$ cat src/rtl/mem_wb_stage.sv
// MEM stage with data-cache req/ack handshake and MEM/WB pipeline register.
// Optional stall counter port enabled by defining MEM_STALL_COUNTER_EN.
module mem_wb_stage #(
  parameter int STALL_CNT_WIDTH = 32,
  parameter bit WORD_ALIGN      = 1'b1
) (
  input  logic        clock,
  input  logic        reset,
  input  logic [31:0] mem_instruction,
  input  logic        mem_writeRegEnable,
  input  logic [4:0]  mem_writeRegAddr,
  input  logic        mem_mem2Reg,
  input  logic [31:0] mem_aluOutput,
  input  logic        mem_writeMemoryEnable,
  input  logic [31:0] mem_registerRtOrZero,
  output logic        dcReq,
  output logic        dcWe,
  output logic [31:0] dcAddr,
  output logic [31:0] dcWdata,
  input  logic [31:0] dcRdata,
  input  logic        dcAck,
  output logic        cache_stall,
  output logic [31:0] wb_instruction,
  output logic        wb_writeRegEnable,
  output logic [4:0]  wb_writeRegAddr,
  output logic [31:0] wb_writeData
`ifdef MEM_STALL_COUNTER_EN
  ,
  output logic [STALL_CNT_WIDTH-1:0] stallCycles
`endif
);

  typedef enum logic {
    S_IDLE,
    S_WAIT
  } state_t;

  if (STALL_CNT_WIDTH < 1) begin : g_bad_width
    $error("STALL_CNT_WIDTH must be at least 1");
  end

  state_t      state;
  state_t      state_n;
  logic        done;
  logic [31:0] loadData;
  logic        access;
  logic        start;
  logic        fin;
  logic [31:0] addr_n;

  assign access      = mem_mem2Reg | mem_writeMemoryEnable;
  assign cache_stall = access & ~done;
  assign addr_n      = WORD_ALIGN ? {mem_aluOutput[31:2], 2'b00}
                                  : mem_aluOutput;

  always_ff @(posedge clock or posedge reset) begin
    if (reset) state <= S_IDLE;
    else       state <= state_n;
  end

  always_comb begin
    state_n = state;
    start   = 1'b0;
    fin     = 1'b0;
    unique case (1'b1)
      (state == S_IDLE): begin
        if (access && !done) begin
          start   = 1'b1;
          state_n = S_WAIT;
        end
      end
      (state == S_WAIT): begin
        if (dcAck) begin
          fin     = 1'b1;
          state_n = S_IDLE;
        end
      end
      default: state_n = S_IDLE;
    endcase
  end

  always_ff @(posedge clock or posedge reset) begin
    if (reset) begin
      dcReq    <= 1'b0;
      dcWe     <= 1'b0;
      dcAddr   <= '0;
      dcWdata  <= '0;
      done     <= 1'b0;
      loadData <= '0;
    end else begin
      if (start) begin
        dcReq   <= 1'b1;
        dcWe    <= mem_writeMemoryEnable;
        dcAddr  <= addr_n;
        dcWdata <= mem_registerRtOrZero;
      end
      // done lives only until the instruction leaves MEM
      if (!cache_stall) done <= 1'b0;
      if (fin) begin
        dcReq <= 1'b0;
        done  <= 1'b1;
        if (mem_mem2Reg) loadData <= dcRdata;
      end
    end
  end

  always_ff @(posedge clock or posedge reset) begin
    if (reset) begin
      wb_instruction    <= '0;
      wb_writeRegEnable <= 1'b0;
      wb_writeRegAddr   <= '0;
      wb_writeData      <= '0;
    end else if (cache_stall) begin
      wb_instruction    <= '0;
      wb_writeRegEnable <= 1'b0;
      wb_writeRegAddr   <= '0;
      wb_writeData      <= '0;
    end else begin
      wb_instruction    <= mem_instruction;
      wb_writeRegEnable <= mem_writeRegEnable;
      wb_writeRegAddr   <= mem_writeRegAddr;
      wb_writeData      <= mem_mem2Reg ? loadData : mem_aluOutput;
    end
  end

`ifdef MEM_STALL_COUNTER_EN
  always_ff @(posedge clock or posedge reset) begin
    if (reset) stallCycles <= '0;
    else if (cache_stall && (stallCycles != '1))
      stallCycles <= stallCycles + STALL_CNT_WIDTH'(1);
  end
`endif

endmodule

$ cat config.mk
export PLATFORM = sky130hd
export DESIGN_NAME = mem_wb_stage
export DESIGN_NICKNAME = d
export VERILOG_FILES = /design/src/rtl/mem_wb_stage.sv
export SDC_FILE = /design/constraint.sdc
export NUM_CORES = 1
export LEC_CHECK = 0
export ABC_AREA = 1
export CORE_UTILIZATION = 45
export CTS_CLUSTER_DIAMETER = 40
export DETAILED_ROUTE_END_ITERATION = 10
export PLACE_DENSITY = 0.82
export SYNTH_ARGS = -nofsm -noshare
export SYNTH_HDL_FRONTEND = slang
export SYNTH_SLANG_ARGS = --single-unit
$ cat constraint.sdc
create_clock -name clock -period 8.4 [get_ports clock]
set_input_delay 1.68 -clock clock [delete_from_list [all_inputs] [get_ports clock]]
set_output_delay 1.68 -clock clock [all_outputs]
set_load 0.02 [all_outputs]
---- Word-level counts from Yosys, hierarchy flattened ----
Cells that the tools add are included.
storage, ports and cells
  flip-flop bits (word level) ............. 168
  latch bits .............................. 0
  memory bits (writable) .................. 0
  bits in read-only memories .............. 0
  bits of input ports ..................... 139
  output and inout bits ................... 137
  word-level logic and storage cells ...... 35
  memories kept ........................... 0
cells by class
  $add $sub $neg .......................... 0
  $mul .................................... 0
  divide/modulo/power cells ............... 0
  order comparisons ....................... 0
  equal/unequal tests ..................... 1
  shift-type cells ........................ 0
  multiplexer cells ....................... 15
  bitwise logic cells ..................... 4
  reductions and logical operators ........ 4
operators with widths
  kind                                                    count
  two-way mux 32 bit                                      3
  two-way mux 1 bit                                       10
  two-way mux 5 bit                                       1
  inequality test 2 x 1 -> 1 bit (second input constant)  1
  NOT 1 bit                                               2
  case mux 1 bit (2 select lines)                         1
  AND reduction 2 bit                                     1
  nonzero test 2 bit                                      1
  AND 1 bit                                               1
  logical AND 1 bit                                       1
  logical NOT 1 bit                                       1
  bitwise OR 1 bit                                        1

---- Depth between registers and ports, before layout ----
Gate-level depths: netlist of run 1.
  word-level depth ........................ 6
  gate-level depth with buffers ........... 8
  gate-level depth less buffers ........... 5

---- Worst setup path before layout of run 1 ----
OpenSTA, ideal clock, no wires.
  kind .................................... input to output
  start point ............................. in mem_mem2Reg
  end point ............................... out cache_stall
  arrival ................................. 2187 ps
  required time ........................... 6720 ps
  path slack .............................. 4533 ps
  cell stages on the path ................. 5
  buffers on the path ..................... 1
  cell sequence ........................... inv_2 nand2_1 nand2_1 inv_2 buf_2
on the way
  word-level cells in the longest chain between the ends .. 2
RTL lines
  item              RTL line  source
  from (decl)       12        input logic mem_mem2Reg,
  bitwise OR 1 bit  51        assign access = mem_mem2Reg | mem_writeMemoryEnable;
  AND 1 bit         52        assign cache_stall = access & ~done;
  to (decl)         22        output logic cache_stall,
Every way passes these cells.

---- Worst setup path after layout of run 1 ----
Same ends and word-level chain as after synthesis.

==> metrics.csv, run 1 <==
stage,metric,value,unit
outcome,status,"complete, no violations",
worst_setup_path,Slowest cell on crit path,clkdlybuf4s50_1,
final_layout,"Core Util, Final",69.2,%
routing,initial drt markers,404,
clock_tree,Skew-Pair Late Insertion Delay,0.42,ns
worst_setup_path,r2r worst-path depth,5,
global_routing,all-layer global routing usage,24.6,%
pwr,Pwr Density,333,nW/um^2
final_layout,"commonest non-fill, non-tap cell in the layout",nand2_1,
synthesis,cell taking the most area after synthesis,dfrtp_1,
floorplan,Initial Util,46.1,%
worst_setup_path,critical path's largest stage delay,0.73,ns
global_routing,GRT busiest layer,met2,
timing,Max Clock Freq,169,MHz
timing,Setup Skew,0.00862,ns
final_layout,layout net count,1144,
placement,Port Buf Inserts,273,
final_layout,most frequent cells in the layout,"nand2_1 (321), clkdlybuf4s50_1 (272), dfrtp_1 (168), inv_1 (72), nand4_1 (63)",
floorplan,die width,124,um
worst_setup_path,"CP delay by family, top",buffers and inverters,
timing,Slew @ Worst Pin,1.15,ns
final_layout,layout cells sized above 1,4.23,%
global_routing,remaining global-route overflow,0,
pwr,Leakage,5.22,nW
worst_hold_path,worst min path class,reg -> reg,
synthesis,Post-Syn Instances,758,
flow_run,total of max-cap violations,0,
synthesis,post-synthesis sequential area ratio,62.7,%
floorplan,Die Area,15400,sq um
global_routing,initial antenna violation count,0,
worst_hold_path,Hold Path End,loadData[14],
placement,DP HPWL,12400,um
clock_tree,post-CTS sizing,0,
routing,final wirelength,18700,um
timing,endpoints failing setup,0,
routing,wire per inst,15.6,um
floorplan,die height,124,um
worst_setup_path,worst setup path category,in -> out,
routing,1st-pass router iterations,8,
worst_setup_path,R2R Setup Slk,5.55,ns
routing,DRC viols,0,
synthesis,Yosys warning total,0,
placement,GPL Wtd Cong,0.793,
routing,final antenna-violating net count,0,
clock_tree,CTS buffer count,17,
worst_setup_path,Crit path buffers/inverters,5,
global_routing,met1 usage,30.1,%
clock_tree,CTS root buf,clkbuf_16,
global_routing,first-pass GRT wire length,28400,um
clock_tree,Sinks on Clock Net,168,
worst_setup_path,crit start category,input port,
pwr,maximum VDD drop,207,uV
global_routing,met3 global-route usage,5.68,%
worst_setup_path,reg2reg end,loadData[20],
clock_tree,hold_buf cts,0,
worst_setup_path,crit-path most repeated cell,inv_2,
clock_tree,CTS max path bufs,2,
synthesis,synth top area cells,"dfrtp_1 (63%), nand2_1 (18%), nand4_1 (5.9%), inv_1 (4.2%), nand3_1 (2.5%)",
final_layout,area delta synth->final,49.9,%
routing,Via density,4.87,
clock_tree,post-CTS setup buffer count,0,
floorplan,site row count,44,
timing,setup tns final,0,ns
synthesis,Mapped Area,6700,sq um
clock_tree,"Reg clk slew, reported paths",0.06,ns
synthesis,syn avg cell area,8.84,sq um
global_routing,M2 GR Usage,41.5,%
pwr,Final Power,3.35,mW
final_layout,antenna cells,0,
worst_setup_path,CP Cell Sequence,buf_2 -> buf_4 -> inv_2 -> nand2_2 -> nand2_1 -> inv_2 -> clkdlybuf4s50_1,
timing,RSZ-0062 raised after global routing,false,
worst_setup_path,CP Data Required Time,6.72,ns
worst_setup_path,RR Startpoint,state,
synthesis,Yosys reg bits,168,
worst_setup_path,kind of end point of the critical path,primary output,
routing,Via Count,5849,
timing,Slew HR,23.1,%
synthesis,Synth top area share,62.7,%
clock_tree,CTS tree,yes,
worst_hold_path,hold path start,loadData[14],
timing,Max Slew Vio Count,0,
timing,Tcrit/Tclk final,70.5,%
clock_tree,H-tree Lvls,4,
worst_hold_path,number of cells on the worst hold path,2,
timing,"Hold Vio Cnt, Final",0,
timing,min Tclk post-route,5.92,ns
floorplan,I/O pin count,276,
floorplan,core area,14500,sq um
global_routing,largest net degree at the start of global routing,98,
global_routing,vias in the first global route,5609,
worst_setup_path,critical path data arrival time,4.24,ns
synthesis,post-synthesis cell type count,16,
worst_setup_path,worst-path maximum fanout,66,
[routing by layer]
metal / part of all wire (%) / routed length (um)
met5: 0 / 0
met4: 2.5 / 477
met3: 6.9 / 1300
met2: 51 / 9520
met1: 40 / 7420
[cells in the mapped netlist]
cell type  number
dfrtp_1       168
buf_4           4
clkbuf_1       24
o21ai_0         1
buf_6           6
a21oi_2         1
inv_1          75
buf_1           3
nand2_1       322
clkinv_1        1
conb_1          1
nand3_1        33
buf_2          16
nor2_1         38
nand4_1        63
inv_2           2
[cell families after synthesis]
kind of cell / after synthesis / share of synthesized area (%)
compound gates: 2 / 0.205
buf+inv: 131 / 8.53
flops: 168 / 62.7
other cells: 1 / 0.0559
simple gates: 456 / 28.5
[report_power, final]
part / internal [mW] / switching, mW / leakage [nW]
Clock: 0.490 / 0.307 / 0.283
Sequential: 1.09 / 0.142 / 2.13
Combinational: 0.560 / 0.755 / 2.81
[final cells by class]
type	instances	area, sq um
clock buffers	24	482
clock inverters	7	118
fillers	1136	4480
inverters	78	298
multi-input cells	460	1940
flip-flops and latches	168	4200
well taps	184	230
repair buffers	280	2780
[state kept, by name (all words and copies together), names as in the netlist]
name               flops
done                   1
dcWdata               32
dcWe                   1
dcReq                  1
loadData              32
dcAddr                30
wb_writeRegEnable      1
state                  1
wb_writeRegAddr        5
wb_writeData          32
wb_instruction        32
[stage by stage]
stage	hold WS, ns	instances	setup WS (ns)	area, sq um
after floorplan	0.442	759	2.17	6710
after global placement	0.453	1170	2.51	9450
after detailed placement	0.458	1170	2.48	9450
after CTS	0.473	1201	2.46	10100
after global routing	0.493	1201	2.26	10100
final	0.470	1201	2.48	10100
[worst min-delay path: cells and delay by family (launching register included)]
family           cells  cell delay (ns)
DFF                  1             0.34
and+or+nand+nor      2             0.10
[how the worst max path moves through the flow]
stage          cells past startpoint           to        start  slack (ns)
2_1_floorplan                      1   dcAddr[10]        reset        2.17
3_3_place_gp                       7  cache_stall  mem_mem2Reg        2.51
3_5_place_dp                       7  cache_stall  mem_mem2Reg        2.48
4_1_cts                            7  cache_stall  mem_mem2Reg        2.46
5_1_grt                            7  cache_stall  mem_mem2Reg        2.26
6_report                           7  cache_stall  mem_mem2Reg        2.48
Power figures use the tool's default switching activity.
==> run 2, diff against run 1 <==
CORE_UTILIZATION = 39   (was 45)
PLACE_DENSITY = 0.76   (was 0.82)
clock period = 5.3 ns   (was 8.4 ns; I/O delays follow)
==> run 2 against run 1 <==
Routed wire length increased by 1.7%. Clock power increased by 51%. Count of clock-buffer cells in the layout decreased by 5. Via count decreased by 0.67%. Die area increased by 15%. Hold slack got worse by 0.0056 ns. Cell count increased by 3.4%. First-iteration DRC count decreased by 1.2%. Clock skew decreased by 0.0018 ns. Combinational power increased by 58%. Total power increased by 56%. Non-clock buffer count increased by 4.
==> metrics.csv, run 2 (synthesis gave the netlist of run 1 again) <==
stage,metric,value,unit,change
placement,DP HPWL,12900,um,+3.2%
clock_tree,Sinks on Clock Net,168,,unchanged
routing,DRC viols,0,,unchanged
final_layout,antenna cells,0,,unchanged
floorplan,I/O pin count,276,,unchanged
global_routing,met3 global-route usage,5.02,%,-0.65 points
pwr,Psw,1.93,mW,+61%
clock_tree,"Reg clk slew, reported paths",0.06,ns,about the same
timing,Max Slew Vio Count,0,,unchanged
final_layout,layout cells sized above 1,5.09,%,+0.86 points
global_routing,first-pass GRT wire length,30200,um,+6.3%
worst_setup_path,Slowest cell on crit path,clkdlybuf4s50_1,,
final_layout,area delta synth->final,50.8,%,
final_layout,"non-filler cells, final",1242,,+3.4%
timing,setup tns final,0,ns,unchanged
global_routing,remaining global-route overflow,0,,unchanged
worst_setup_path,worst setup path category,in -> out,,
timing,endpoints failing setup,0,,unchanged
global_routing,initial antenna violation count,0,,unchanged
routing,final wirelength,19000,um,+1.7%
placement,GPL Wtd Cong,0.793,,about the same
worst_setup_path,kind of end point of the critical path,primary output,,
routing,final antenna-violating net count,0,,unchanged
timing,Slew HR,22.2,%,-0.89 points
worst_setup_path,worst-path maximum fanout,39,,-41%
global_routing,largest net degree at the start of global routing,76,,-22%
outcome,status,"complete, no violations",,
clock_tree,CTS max path bufs,2,,unchanged
floorplan,Die Area,17700,sq um,+15%
floorplan,Initial Util,40.1,%,-6.0 points
clock_tree,post-CTS sizing,0,,unchanged
pwr,Leakage,5.23,nW,+0.18%
floorplan,core area,16700,sq um,+15%
timing,"Hold Vio Cnt, Final",0,,unchanged
clock_tree,Skew-Pair Late Insertion Delay,0.42,ns,about the same
worst_setup_path,"CP delay by family, top",buffers and inverters,,
placement,Post-DP Area,9540,sq um,+0.91%
timing,Setup Skew,0.00682,ns,-0.00181 ns
global_routing,all-layer global routing usage,22.2,%,-2.5 points
placement,Port Buf Inserts,273,,unchanged
global_routing,vias in the first global route,5639,,+0.53%
routing,Via density,4.68,,-3.9%
clock_tree,H-tree Lvls,4,,unchanged
timing,RSZ-0062 raised after global routing,false,,
flow_run,total of max-cap violations,0,,unchanged
pwr,Pwr Density,518,nW/um^2,+55%
timing,min Tclk post-route,4.00,ns,
timing,Max Clock Freq,250,MHz,
clock_tree,CTS tree,yes,,
pwr,Clk pwr share,22.8,%,-1.0 points
global_routing,GRT busiest layer,met2,,
worst_hold_path,worst min path class,reg -> reg,,
timing,Tcrit/Tclk final,75.4,%,
clock_tree,CTS root buf,clkbuf_16,,
pwr,maximum VDD drop,246,uV,+19%
worst_setup_path,critical path's largest stage delay,0.73,ns,about the same
timing,Worst Hold Slack,0.465,ns,-0.00555 ns
clock_tree,CTS buffer count,17,,unchanged
routing,wire per inst,15.3,um,-1.7%
routing,Via Count,5810,,-0.67%
worst_setup_path,crit-path most repeated cell,clkdlybuf4s50_1,,
floorplan,die height,133,um,+7.3%
clock_tree,hold_buf cts,0,,unchanged
floorplan,site row count,47,,+6.8%
final_layout,layout net count,1148,,+0.35%
worst_setup_path,crit start category,input port,,
worst_setup_path,CP Cell Sequence,clkdlybuf4s50_1 -> inv_1 -> nand2_2 -> nand2_1 -> inv_2 -> clkdlybuf4s50_1,,
pwr,sequential share of power,37.3,%,+0.4 points
final_layout,most frequent cells in the layout,"nand2_1 (321), clkdlybuf4s50_1 (272), dfrtp_1 (168), inv_1 (72), nand4_1 (63)",,
pwr,switching fraction of total power,37.0,%,+0.99 points
global_routing,M2 GR Usage,36.2,%,-5.3 points
pwr,Pint,3.30,mW,+54%
routing,initial drt markers,399,,-1.2%
floorplan,die width,133,um,+7.3%
pwr,part of the power in combinational logic,39.9,%,+0.6 points
worst_setup_path,CP Data Required Time,4.24,ns,-2.48 ns
worst_setup_path,Crit path buffers/inverters,4,,-1
placement,DP Cell Count,1210,,+3.4%
global_routing,met1 usage,28.2,%,-2.0 points
timing,Slew @ Worst Pin,1.16,ns,+0.0134 ns
final_layout,"Core Util, Final",60.5,%,-8.6 points
worst_setup_path,critical path data arrival time,2.94,ns,-1.30 ns
final_layout,"commonest non-fill, non-tap cell in the layout",nand2_1,,
final_layout,"final std cell area, no fill",10100,sq um,+0.59%
routing,1st-pass router iterations,5,,-3
clock_tree,post-CTS setup buffer count,0,,unchanged
-- run 2: tightest hold or removal path, delay by kind of cell (launching register included) --
family,cells,cell delay [ns]
DFF,1,0.34
and+or+nand+nor,2,0.09
-- run 2: stage by stage --
| stage | worst slack [ns] | power (mW) |
|---|---|---|
| after detailed placement | 1.29 | 4.08 |
| after CTS | 1.28 | 5.28 |
| after global routing | 1.17 | 5.54 |
| after floorplan | 2.10 | 3.10 |
| final | 1.30 | 5.23 |
| after global placement | 1.27 | 4.03 |
-- run 2: final timing paths --
kind                                       start            to  slack (ns)  cells past startpoint
setup / recovery           mem_writeMemoryEnable   cache_stall        1.30                      6
hold / removal                        dcAddr[12]    dcAddr[12]        0.46                      2
setup reg to reg                            done    dcAddr[19]        2.87                      6
hold reg to reg                       dcAddr[12]    dcAddr[12]        0.46                      2
max in group asynchronous                  reset  loadData[28]        3.13                      3
min in group asynchronous                  reset   dcWdata[11]        1.10                      2
-- run 2: per-layer routing --
layer  share of wire (%)  vias to the layer above  wire length (um)
met2                  50                      225              9430
met1                  41                     2708              7870
met3                 5.9                       38              1120
met5                   0                        -                 0
li1                    -                     2839                 -
met4                 3.1                        0               597
-- run 2: final cells by class --
cell class / instances / area, sq um
inverter: 78 / 297
clock inverter: 13 / 119
fill: 1468 / 6590
sequential: 168 / 4200
clock buffer: 19 / 453
timing repair buffer: 284 / 2820
multi-input combinational: 460 / 1940
tap: 220 / 275
-- run 2: power by group through the flow --
| stage | logic, mW | registers (mW) | clock network, mW |
|---|---|---|---|
| after global routing | 2.26 | 2.00 | 1.28 |
| after CTS | 2.11 | 1.95 | 1.22 |
| after detailed placement | 2.11 | 1.97 | 0 |
| final | 2.09 | 1.95 | 1.20 |
| after global placement | 2.07 | 1.96 | 0 |
| after floorplan | 0.742 | 2.36 | 0 |
